`config.mk`:
```
export PLATFORM = sky130hd
export DESIGN_NAME = if_fetch_queue
export DESIGN_NICKNAME = d
export VERILOG_FILES = /design/src/rtl/mips_pkg.sv /design/src/rtl/fetch_fifo.sv /design/src/rtl/if_fetch_queue.sv
export SDC_FILE = /design/constraint.sdc
export NUM_CORES = 1
export LEC_CHECK = 0
export CAP_MARGIN = 10
export CELL_PAD_IN_SITES_DETAIL_PLACEMENT = 0
export CELL_PAD_IN_SITES_GLOBAL_PLACEMENT = 2
export CORE_MARGIN = 2
export CORE_UTILIZATION = 36
export DETAILED_ROUTE_END_ITERATION = 7
export PLACE_DENSITY = 0.78
export RECOVER_POWER = 50
export REMOVE_ABC_BUFFERS = 1
export SYNTH_ARGS = -nofsm -noshare
export SYNTH_HDL_FRONTEND = slang
export SYNTH_SLANG_ARGS = --single-unit
export TNS_END_PERCENT = 50
```
`constraint.sdc`:
```
create_clock -name Clk -period 2.3 [get_ports Clk]
set_input_delay 0.46 -clock Clk [delete_from_list [all_inputs] [get_ports Clk]]
set_output_delay 0.46 -clock Clk [all_outputs]
set_load 0.01 [all_outputs]
```
`src/rtl/mips_pkg.sv`:
```
// Shared MIPS constants: datapath width, default reset PC, PC step and fetch-entry layout.
// Latency: none (types and constants only).
// Backpressure: n/a.
package mips_pkg;

  localparam int XLEN = 32;

  localparam logic [XLEN-1:0] DEFAULT_RESET_PC = 32'h0000_0000;
  localparam logic [XLEN-1:0] PC_INC           = 32'd4;

  // One queued fetch: the instruction word and the PC it was fetched from.
  typedef struct packed {
    logic [XLEN-1:0] instr;
    logic [XLEN-1:0] pc;
  } fetchEntryT;

  // Sequential PC; wraps naturally from 32'hFFFF_FFFC to 0.
  function automatic logic [XLEN-1:0] pcNext(input logic [XLEN-1:0] pc);
    return pc + PC_INC;
  endfunction

endpackage

```
`src/rtl/fetch_fifo.sv`:
```
// Synchronous FIFO holding fetch entries, with flush and an occupancy count.
// Latency: a push at edge n is visible on HeadData after edge n (head is read combinationally).
// Backpressure: none internally; the caller must not push when full unless it pops in the same cycle.
// Ports: Clk, Reset (async active-low), Push/PushData, Pop, Flush (wins over push/pop),
//        HeadData (entry at read pointer), Count (0..DEPTH).
module fetch_fifo #(
  parameter int DEPTH = 4,
  parameter int DW    = 64
) (
  input  logic                   Clk,
  input  logic                   Reset,
  input  logic                   Push,
  input  logic [DW-1:0]          PushData,
  input  logic                   Pop,
  input  logic                   Flush,
  output logic [DW-1:0]          HeadData,
  output logic [$clog2(DEPTH):0] Count
);

  localparam int PW = $clog2(DEPTH);
  localparam int CW = PW + 1;

  logic [DW-1:0] mem [DEPTH];
  logic [PW-1:0] wrPtr;
  logic [PW-1:0] rdPtr;
  logic [CW-1:0] cnt;

  assign HeadData = mem[rdPtr];
  assign Count    = cnt;

  always_ff @(posedge Clk or negedge Reset) begin
    if (!Reset) begin
      wrPtr <= '0;
      rdPtr <= '0;
      cnt   <= '0;
      // Storage is cleared too so the head outputs are never X after reset.
      for (int i = 0; i < DEPTH; i++) mem[i] <= '0;
    end else if (Flush) begin
      wrPtr <= '0;
      rdPtr <= '0;
      cnt   <= '0;
    end else begin
      // When full with a simultaneous pop, wrPtr == rdPtr: the old head is read
      // this cycle and overwritten at the edge, which is exactly what we want.
      if (Push) begin
        mem[wrPtr] <= PushData;
        wrPtr      <= wrPtr + PW'(1);
      end
      if (Pop) rdPtr <= rdPtr + PW'(1);
      case ({Push, Pop})
        2'b10:   cnt <= cnt + CW'(1);
        2'b01:   cnt <= cnt - CW'(1);
        default: cnt <= cnt;
      endcase
    end
  end

endmodule

```
`src/rtl/if_fetch_queue.sv`:
```
// MIPS instruction fetch: owns the PC, addresses the combinational IM and queues {instr, pc} for decode.
// Latency: an instruction fetched at edge n is valid to decode after edge n; a redirect costs two bubble cycles.
// Backpressure: valid/ready to decode; when the queue is full and decode stalls, the PC freezes.
// Ports: Clk, Reset (async active-low); ImAdr/ImData to instruction memory; Redirect/RedirectPc from
//        branch resolution (flushes the queue); IfValid/IfReady/IfInstr/IfPc/IfPcPlus4 to decode;
//        StallCnt (saturating backpressure counter) only when FETCH_STAT_EN is defined.
module if_fetch_queue
  import mips_pkg::*;
#(
  parameter int          DEPTH    = 4,
  parameter logic [31:0] RESET_PC = DEFAULT_RESET_PC,
  parameter int          IM_AW    = 5
) (
  input  logic             Clk,
  input  logic             Reset,
  output logic [IM_AW-1:0] ImAdr,
  input  logic [31:0]      ImData,
  input  logic             Redirect,
  input  logic [31:0]      RedirectPc,
  output logic             IfValid,
  input  logic             IfReady,
  output logic [31:0]      IfInstr,
  output logic [31:0]      IfPc,
  output logic [31:0]      IfPcPlus4
`ifdef FETCH_STAT_EN
  ,
  output logic [15:0]      StallCnt
`endif
);

  localparam int CW = $clog2(DEPTH) + 1;

  logic [31:0]   pc;
  logic [CW-1:0] count;
  logic          full;
  logic          push;
  logic          pop;
  fetchEntryT    wrEntry;
  fetchEntryT    head;

  assign full    = (count == CW'(DEPTH));
  // Redirect hides the head immediately so decode never consumes a stale entry.
  assign IfValid = (count != '0) && !Redirect;
  assign pop     = IfValid && IfReady;
  // A full queue still accepts a fetch when the head leaves in the same cycle.
  assign push    = !Redirect && (!full || pop);

  assign ImAdr   = pc[IM_AW+1:2];
  assign wrEntry = '{instr: ImData, pc: pc};

  fetch_fifo #(
    .DEPTH (DEPTH),
    .DW    ($bits(fetchEntryT))
  ) uFifo (
    .Clk      (Clk),
    .Reset    (Reset),
    .Push     (push),
    .PushData (wrEntry),
    .Pop      (pop),
    .Flush    (Redirect),
    .HeadData (head),
    .Count    (count)
  );

  assign IfInstr   = head.instr;
  assign IfPc      = head.pc;
  assign IfPcPlus4 = pcNext(head.pc);

  always_ff @(posedge Clk or negedge Reset) begin
    if (!Reset) begin
      pc <= RESET_PC;
    end else if (Redirect) begin
      pc <= RedirectPc & ~32'h3;
    end else if (push) begin
      pc <= pcNext(pc);
    end
  end

`ifdef FETCH_STAT_EN
  logic [15:0] stallCnt;

  assign StallCnt = stallCnt;

  // Counts cycles where decode holds off a valid head; not cleared by redirect.
  always_ff @(posedge Clk or negedge Reset) begin
    if (!Reset) begin
      stallCnt <= '0;
    end else if (IfValid && !IfReady && (stallCnt != 16'hFFFF)) begin
      stallCnt <= stallCnt + 16'd1;
    end
  end
`endif

endmodule

```
After elaboration in Yosys (flattened, before gate mapping)
Index checks and enable logic that the tools add are counted.
{"block": "word_totals", "output_inout_bits": 102, "word_cells": 49, "register_bits": 295}
{"block": "op_classes", "reduce_logical": 12, "n_bitwise": 3, "n_mux": 14, "addsub": 6, "n_lt_le_gt_ge": 3, "n_eq_ne": 3}
{"cell": "256-bit bitwise mux", "count": 1}
{"cell": "64-bit two-way mux", "count": 3}
{"cell": "64-bit binary-select mux with 2-bit select", "count": 1}
{"cell": "64-bit demux with 2-bit select", "count": 1}
{"cell": "32-bit by 3-bit adder with 32-bit output, second input constant", "count": 2}
{"cell": "32-bit two-way mux", "count": 2}
{"cell": "2-bit two-way mux", "count": 4}
{"cell": "3-bit >= comparator, second input constant", "count": 2}
{"cell": "2-bit NOT with 3-bit output", "count": 2}
{"cell": "3-bit case mux with 2 select lines", "count": 1}
{"cell": "3-bit nonzero test", "count": 2}
{"cell": "2-bit by 1-bit adder with 2-bit output, second input constant", "count": 2}
{"cell": "1-bit logical AND", "count": 4}
{"cell": "2-bit nonzero test", "count": 2}
{"cell": "3-bit by 1-bit adder with 3-bit output, second input constant", "count": 1}
{"cell": "3-bit == test, second input constant", "count": 1}
{"cell": "3-bit by 1-bit < comparator with 1-bit output, second input constant", "count": 1}
{"cell": "3-bit two-way mux", "count": 1}
{"cell": "3-bit by 1-bit subtractor with 3-bit output, second input constant", "count": 1}
{"cell": "2-bit by 1-bit == test with 1-bit output, second input constant", "count": 1}
{"cell": "2-bit == test, second input constant", "count": 1}
{"cell": "1-bit zero test", "count": 2}
{"cell": "2-bit AND reduction", "count": 1}
{"cell": "1-bit logical OR", "count": 1}
{"cell": "1-bit NOT", "count": 1}

Longest topological paths before layout
{"block": "logic_depth", "depth_word": 8, "mapped_depth": 8, "ltp_nobuf": 6}

Cells and area by module
Synthesis repeated with hierarchy kept, for this count alone.
{"block": "hier_totals", "cells_unflattened": 942, "area_unflattened_um2": 15054.4}
{"mod": "fetch_fifo", "cells_per_inst": 656, "seq_area_each_um2": 6581.3, "n_inst": 1, "area_each_um2": 12707.2}
{"mod": "if_fetch_queue", "cells_per_inst": 286, "seq_area_each_um2": 750.7, "n_inst": 1, "area_each_um2": 2347.3}

Least setup slack after synthesis
No wires, ideal clock.
{"block": "synth_path", "path_type": "reg2out", "start": "reg uFifo.rdPtr[0]", "end": "out IfPcPlus4[24]", "setup_slack_ps": -354, "arrival_time_ps": 2194, "path_stages_with_launch": 9, "path_cell_list": "dfrtp_1 buf_6 buf_12 mux4_1 ha_1 and2_2 nand4_2 nor2_1 xnor2_1"}
{"block": "synth_via", "elab_chain_cells": 5}
{"element": "start: declaration", "line_no": "fetch_fifo.sv:25", "text": "logic [PW-1:0] rdPtr;"}
{"element": "start signal: assignment", "line_no": "fetch_fifo.sv:49", "text": "if (Pop) rdPtr <= rdPtr + PW'(1);"}
{"element": "2-bit NOT with 3-bit output (implied by the code)", "line_no": "fetch_fifo.sv:28", "text": "assign HeadData = mem[rdPtr];"}
{"element": "64-bit binary-select mux with 2-bit select", "line_no": "fetch_fifo.sv:28"}
{"element": "64-bit two-way mux (implied by the code) (2 in series)", "line_no": "fetch_fifo.sv:28"}
{"element": "via IfPc[2]", "line_no": "if_fetch_queue.sv:23", "text": "output logic [31:0] IfPc,"}
{"element": "32-bit by 3-bit adder with 32-bit output", "line_no": "mips_pkg.sv:19", "text": "return pc + PC_INC;"}
{"element": "end: declaration", "line_no": "if_fetch_queue.sv:24", "text": "output logic [31:0] IfPcPlus4"}
The timed path passes the listed nets, and every way through them passes these cells. The select of a mux whose other input is x is not followed.

Worst setup path in the final report
{"block": "layout_path", "start": "reg uFifo.rdPtr[0]", "end": "out IfPcPlus4[23]"}
{"block": "layout_via", "elab_chain_cells": 5}
{"element": "2-bit NOT with 3-bit output (implied by the code)", "line_no": "fetch_fifo.sv:28"}
{"element": "64-bit binary-select mux with 2-bit select", "line_no": "fetch_fifo.sv:28"}
{"element": "64-bit two-way mux (implied by the code) (2 in series)", "line_no": "fetch_fifo.sv:28"}
{"element": "32-bit by 3-bit adder with 32-bit output", "line_no": "mips_pkg.sv:19"}
No other way between the ends. The select of a mux whose other input is x is not followed.

==> summary.txt <==
Timing
  – Setup-violating endpoint count in the final report: 92
  – Pin slew with the least headroom to its limit: 1.57 ns
  – Pins Over Slew Limit: 56
  – Setup WS post-layout: -1.02 ns
  – Max Freq: 301 MHz
  – Tightest slew margin relative to the limit: -4.44%
  – RSZ-0062 raised after global routing: true
  – Post-Route Hold Slack: 0.466 ns
  – Final critical delay including setup and external delays: 3.32 ns
  – Fin Clk Skew: 0.0181 ns
  – Number of failing hold endpoints at the final stage: 0
  – Final critical-path share of the clock period: 144%

Die
  – Floorplan die width: 198 um
  – Placeable Area: 36,800 um^2
  – Die span in y: 198 um
  – I/O Pins: 170
  – Row count: 70
  – Initial Utilization: 36.7%
  – Die footprint: 39,000 um^2

Route
  – Via count normalized by instance count: 5.18
  – Vias: 8,800
  – Post-Route WL: 34,400 um
  – Number of search-and-repair iterations in the first detailed-routing pass: 4
  – DRC errors left: 0
  – Routed length per placed instance: 20.2 um
  – 1st-iter DRT viols: 383
  – Number of nets with antenna violations after routing: 0

Final layout
  – Fill cell count: 3,228
  – Layout net count: 1,284
  – Register area: 7140 um^2
  – Combined area of the multi-input logic cells: 6160 um^2
  – Proportion of layout cells with a drive suffix above 1: 52.6%
  – Antenna cell count: 0
  – Area Growth Syn to Fin: 33.6%
  – End-of-flow core utilization: 49.0%

Setup path
  – Data arrival time of the worst path: 2.86 ns
  – Setup Crit Path Kind: reg -> out
  – Data required, critical path: 1.84 ns
  – Worst-path maximum fanout: 6
  – Capturing element type of the critical path: output port
  – Critical path startpoint category: flop

Yosys
  – Part of the Yosys area used for sequential elements: 52.9%
  – Most area-consuming cells after synthesis: sky130_fd_sc_hd__dfrtp_1 (53%), sky130_fd_sc_hd__mux2_2 (21%), sky130_fd_sc_hd__mux4_2 (7.7%)
  – Number of enable-type register cells in the synthesized netlist: 0
  – Post-Synthesis Cells: 936
  – Distinct cell type count of the synthesized netlist: 47
  – Average footprint of a synthesized cell: 14.4 um^2
  – Area fraction of the dominant cell type after synthesis: 52.9%
  – Count leader, synth: sky130_fd_sc_hd__dfrtp_1
  – Share of synthesized registers carrying an async set or reset: 100%
  – Combined area of all synthesized cells: 13,500 um^2
  – Register bit total from synthesis: 285
  – Yosys warnings: 0
  – Top cells by instance count after synthesis: sky130_fd_sc_hd__dfrtp_1 (285), sky130_fd_sc_hd__mux2_2 (250), sky130_fd_sc_hd__nand2_1 (48), sky130_fd_sc_hd__mux4_2 (46), sky130_fd_sc_hd__xor2_1 (39)
  – Dominant synthesized flop cell: sky130_fd_sc_hd__dfrtp_1
  – Post-synthesis cell type with the largest combined area: sky130_fd_sc_hd__dfrtp_1

Power and ir drop
  – Areal power density over the cells: 1420 nW/um^2
  – Leak Pwr: 7.80 nW
  – Worst voltage drop across the vdd grid: 0.000827 V
  – Logic pwr share: 46.6%
  – Clock network power share: 20.2%
  – Power share of the sequential group: 33.2%
  – Psw: 0.00815 W
  – Cell Int Power: 0.0175 W
  – Switching share of total power: 31.7%

Global routing
  – Global-route wire length before repair: 54,300 um
  – Number of global-route vias before repair: 9,501
  – Maximum number of pins on one net before global-route repair: 60
  – Final global-route overflow total: 0
  – Number of antenna violations at the first check in global routing: 0
  – Total GRT Usage: 17.8%

Clock network
  – Root buf cell: sky130_fd_sc_hd__clkbuf_16
  – Clock slew at the register clock pins of the worst setup and hold paths: 0.06 ns
  – Clock insertion delay at the later pin of the skew report: 0.56 ns
  – TritonCTS clock tree: yes
  – Number of clock sinks: 285
  – Total CTS buffers: 31
  – H-tree levels: 1
  – Number of buffers between clock root and the deepest sink: 3

Placed design
  – Weighted congestion at the end of routability-driven global placement: 0.764
  – PortBufs: 163
  – Final HPWL DP: 23,200 um

Status
  – Failing checks: max-capacitance violations, max-slew violations, negative setup slack
  – Run status: finished, violations left

Job
  – Max-cap violation count: 1

Hold path
  – Type of the tightest min-delay check: in -> reg
critical path: stages (launching register included):
cell	delay, ns
sky130_fd_sc_hd__dfrtp_4	0.54
sky130_fd_sc_hd__buf_8	0.16
sky130_fd_sc_hd__mux4_2	0.36
sky130_fd_sc_hd__and4_4	0.28
sky130_fd_sc_hd__nand4_4	0.19
sky130_fd_sc_hd__buf_6	0.19
sky130_fd_sc_hd__nor3b_4	0.19
sky130_fd_sc_hd__xor2_1	0.22
sky130_fd_sc_hd__buf_2	0.17
flip-flops by register name (all words and copies together) (netlist names):
name / cells
pc: 30
uFifo.Count: 3
uFifo.mem: 248
uFifo.rdPtr: 2
uFifo.wrPtr: 2
cell type report:
cell class,count,area share [%]
clock buffers,44,5.24
well taps,468,3.25
flip-flops and latches,285,39.6
multi-input cells,574,34.2
clock inverters,11,0.777
repair buffers,304,16.7
inverters,13,0.271
power groups by stage:
stage | logic [W] | registers [W] | clock network [W]
floorplan | 0.00591 | 0.00834 | 0
global placement | 0.0112 | 0.00853 | 0
detailed placement | 0.0113 | 0.00862 | 0
CTS | 0.0117 | 0.00852 | 0.00533
global route | 0.0128 | 0.00881 | 0.00552
finish | 0.0120 | 0.00853 | 0.00519
cells in the final DEF, fill, tap and decap left out, types with 5 or more instances in the layout:
master / instances
sky130_fd_sc_hd__dfrtp_1: 282
sky130_fd_sc_hd__mux2_2: 250
sky130_fd_sc_hd__buf_6: 82
sky130_fd_sc_hd__clkdlybuf4s50_1: 68
sky130_fd_sc_hd__mux4_2: 61
sky130_fd_sc_hd__buf_4: 59
sky130_fd_sc_hd__nand2_1: 43
sky130_fd_sc_hd__xor2_1: 39
sky130_fd_sc_hd__buf_2: 39
sky130_fd_sc_hd__clkbuf_16: 31
sky130_fd_sc_hd__o21ai_0: 28
sky130_fd_sc_hd__buf_12: 24
sky130_fd_sc_hd__nand3_1: 19
sky130_fd_sc_hd__xnor2_1: 16
sky130_fd_sc_hd__clkbuf_2: 14
sky130_fd_sc_hd__inv_1: 13
sky130_fd_sc_hd__nand4_1: 12
sky130_fd_sc_hd__clkbuf_8: 12
sky130_fd_sc_hd__nor2_1: 10
sky130_fd_sc_hd__buf_8: 10
sky130_fd_sc_hd__nor3_4: 8
sky130_fd_sc_hd__and2_4: 5
sky130_fd_sc_hd__and3_1: 5
sky130_fd_sc_hd__conb_1: 5
sky130_fd_sc_hd__ha_1: 5
sky130_fd_sc_hd__clkinv_2: 5
kinds of logic after synthesis:
group	after synthesis	share of synthesized area, %
muxes	313	31.7
DFF	285	52.9
and+or+nand+nor	149	5.99
buffers and inverters	81	3.14
xor gates and xnor gates	59	3.83
AOI/OAI and AO/OA	41	1.72
adders and majority gates	7	0.705
other	1	0.0278
metal layers:
metal / track usage, % / share of wire, % / vias to the layer above
met3: 2.94 / 3.9 / 35
met5: 0 / 0 / -
met4: 3.65 / 1.7 / 0
met1: 24.7 / 46 / 4637
met2: 29.6 / 48 / 188
li1: - / - / 3940
worst paths after layout:
kind / start / endpoint / slack, ns / cells past startpoint
min in group asynchronous: Reset / uFifo.mem[218] / 0.85 / 2
setup reg to reg: pc[7] / pc[30] / 0.15 / 6
setup / recovery: uFifo.rdPtr[0] / IfPcPlus4[23] / -1.02 / 8
max in group asynchronous: Reset / uFifo.mem[173] / 0.24 / 3
hold reg to reg: uFifo.mem[235] / uFifo.mem[235] / 0.50 / 1
hold / removal: RedirectPc[6] / pc[6] / 0.47 / 3
per-stage QoR:
step	setup WS (ns)	std cells	TNS (ns)	total power [W]	area (um^2)
global placement	-0.873	1599	-33.89	0.0197	16300
detailed placement	-0.931	1599	-35.63	0.0199	16300
global route	-1.11	1699	-54.35	0.0271	18000
CTS	-1.05	1689	-54.94	0.0255	17800
finish	-1.02	1699	-43.40	0.0257	18000
floorplan	-2.41	872	-311.00	0.0143	13100
repair_timing:
action,CTS,global route
pin swaps,23,21
endpoints found under the hold margin,52,0
hold buffers,1,0
gates resized for setup,413,116
setup endpoints to repair,93,94
buffers inserted,33,19
gates cloned,1,0
Note: power is estimated with default switching activity, not from simulation.
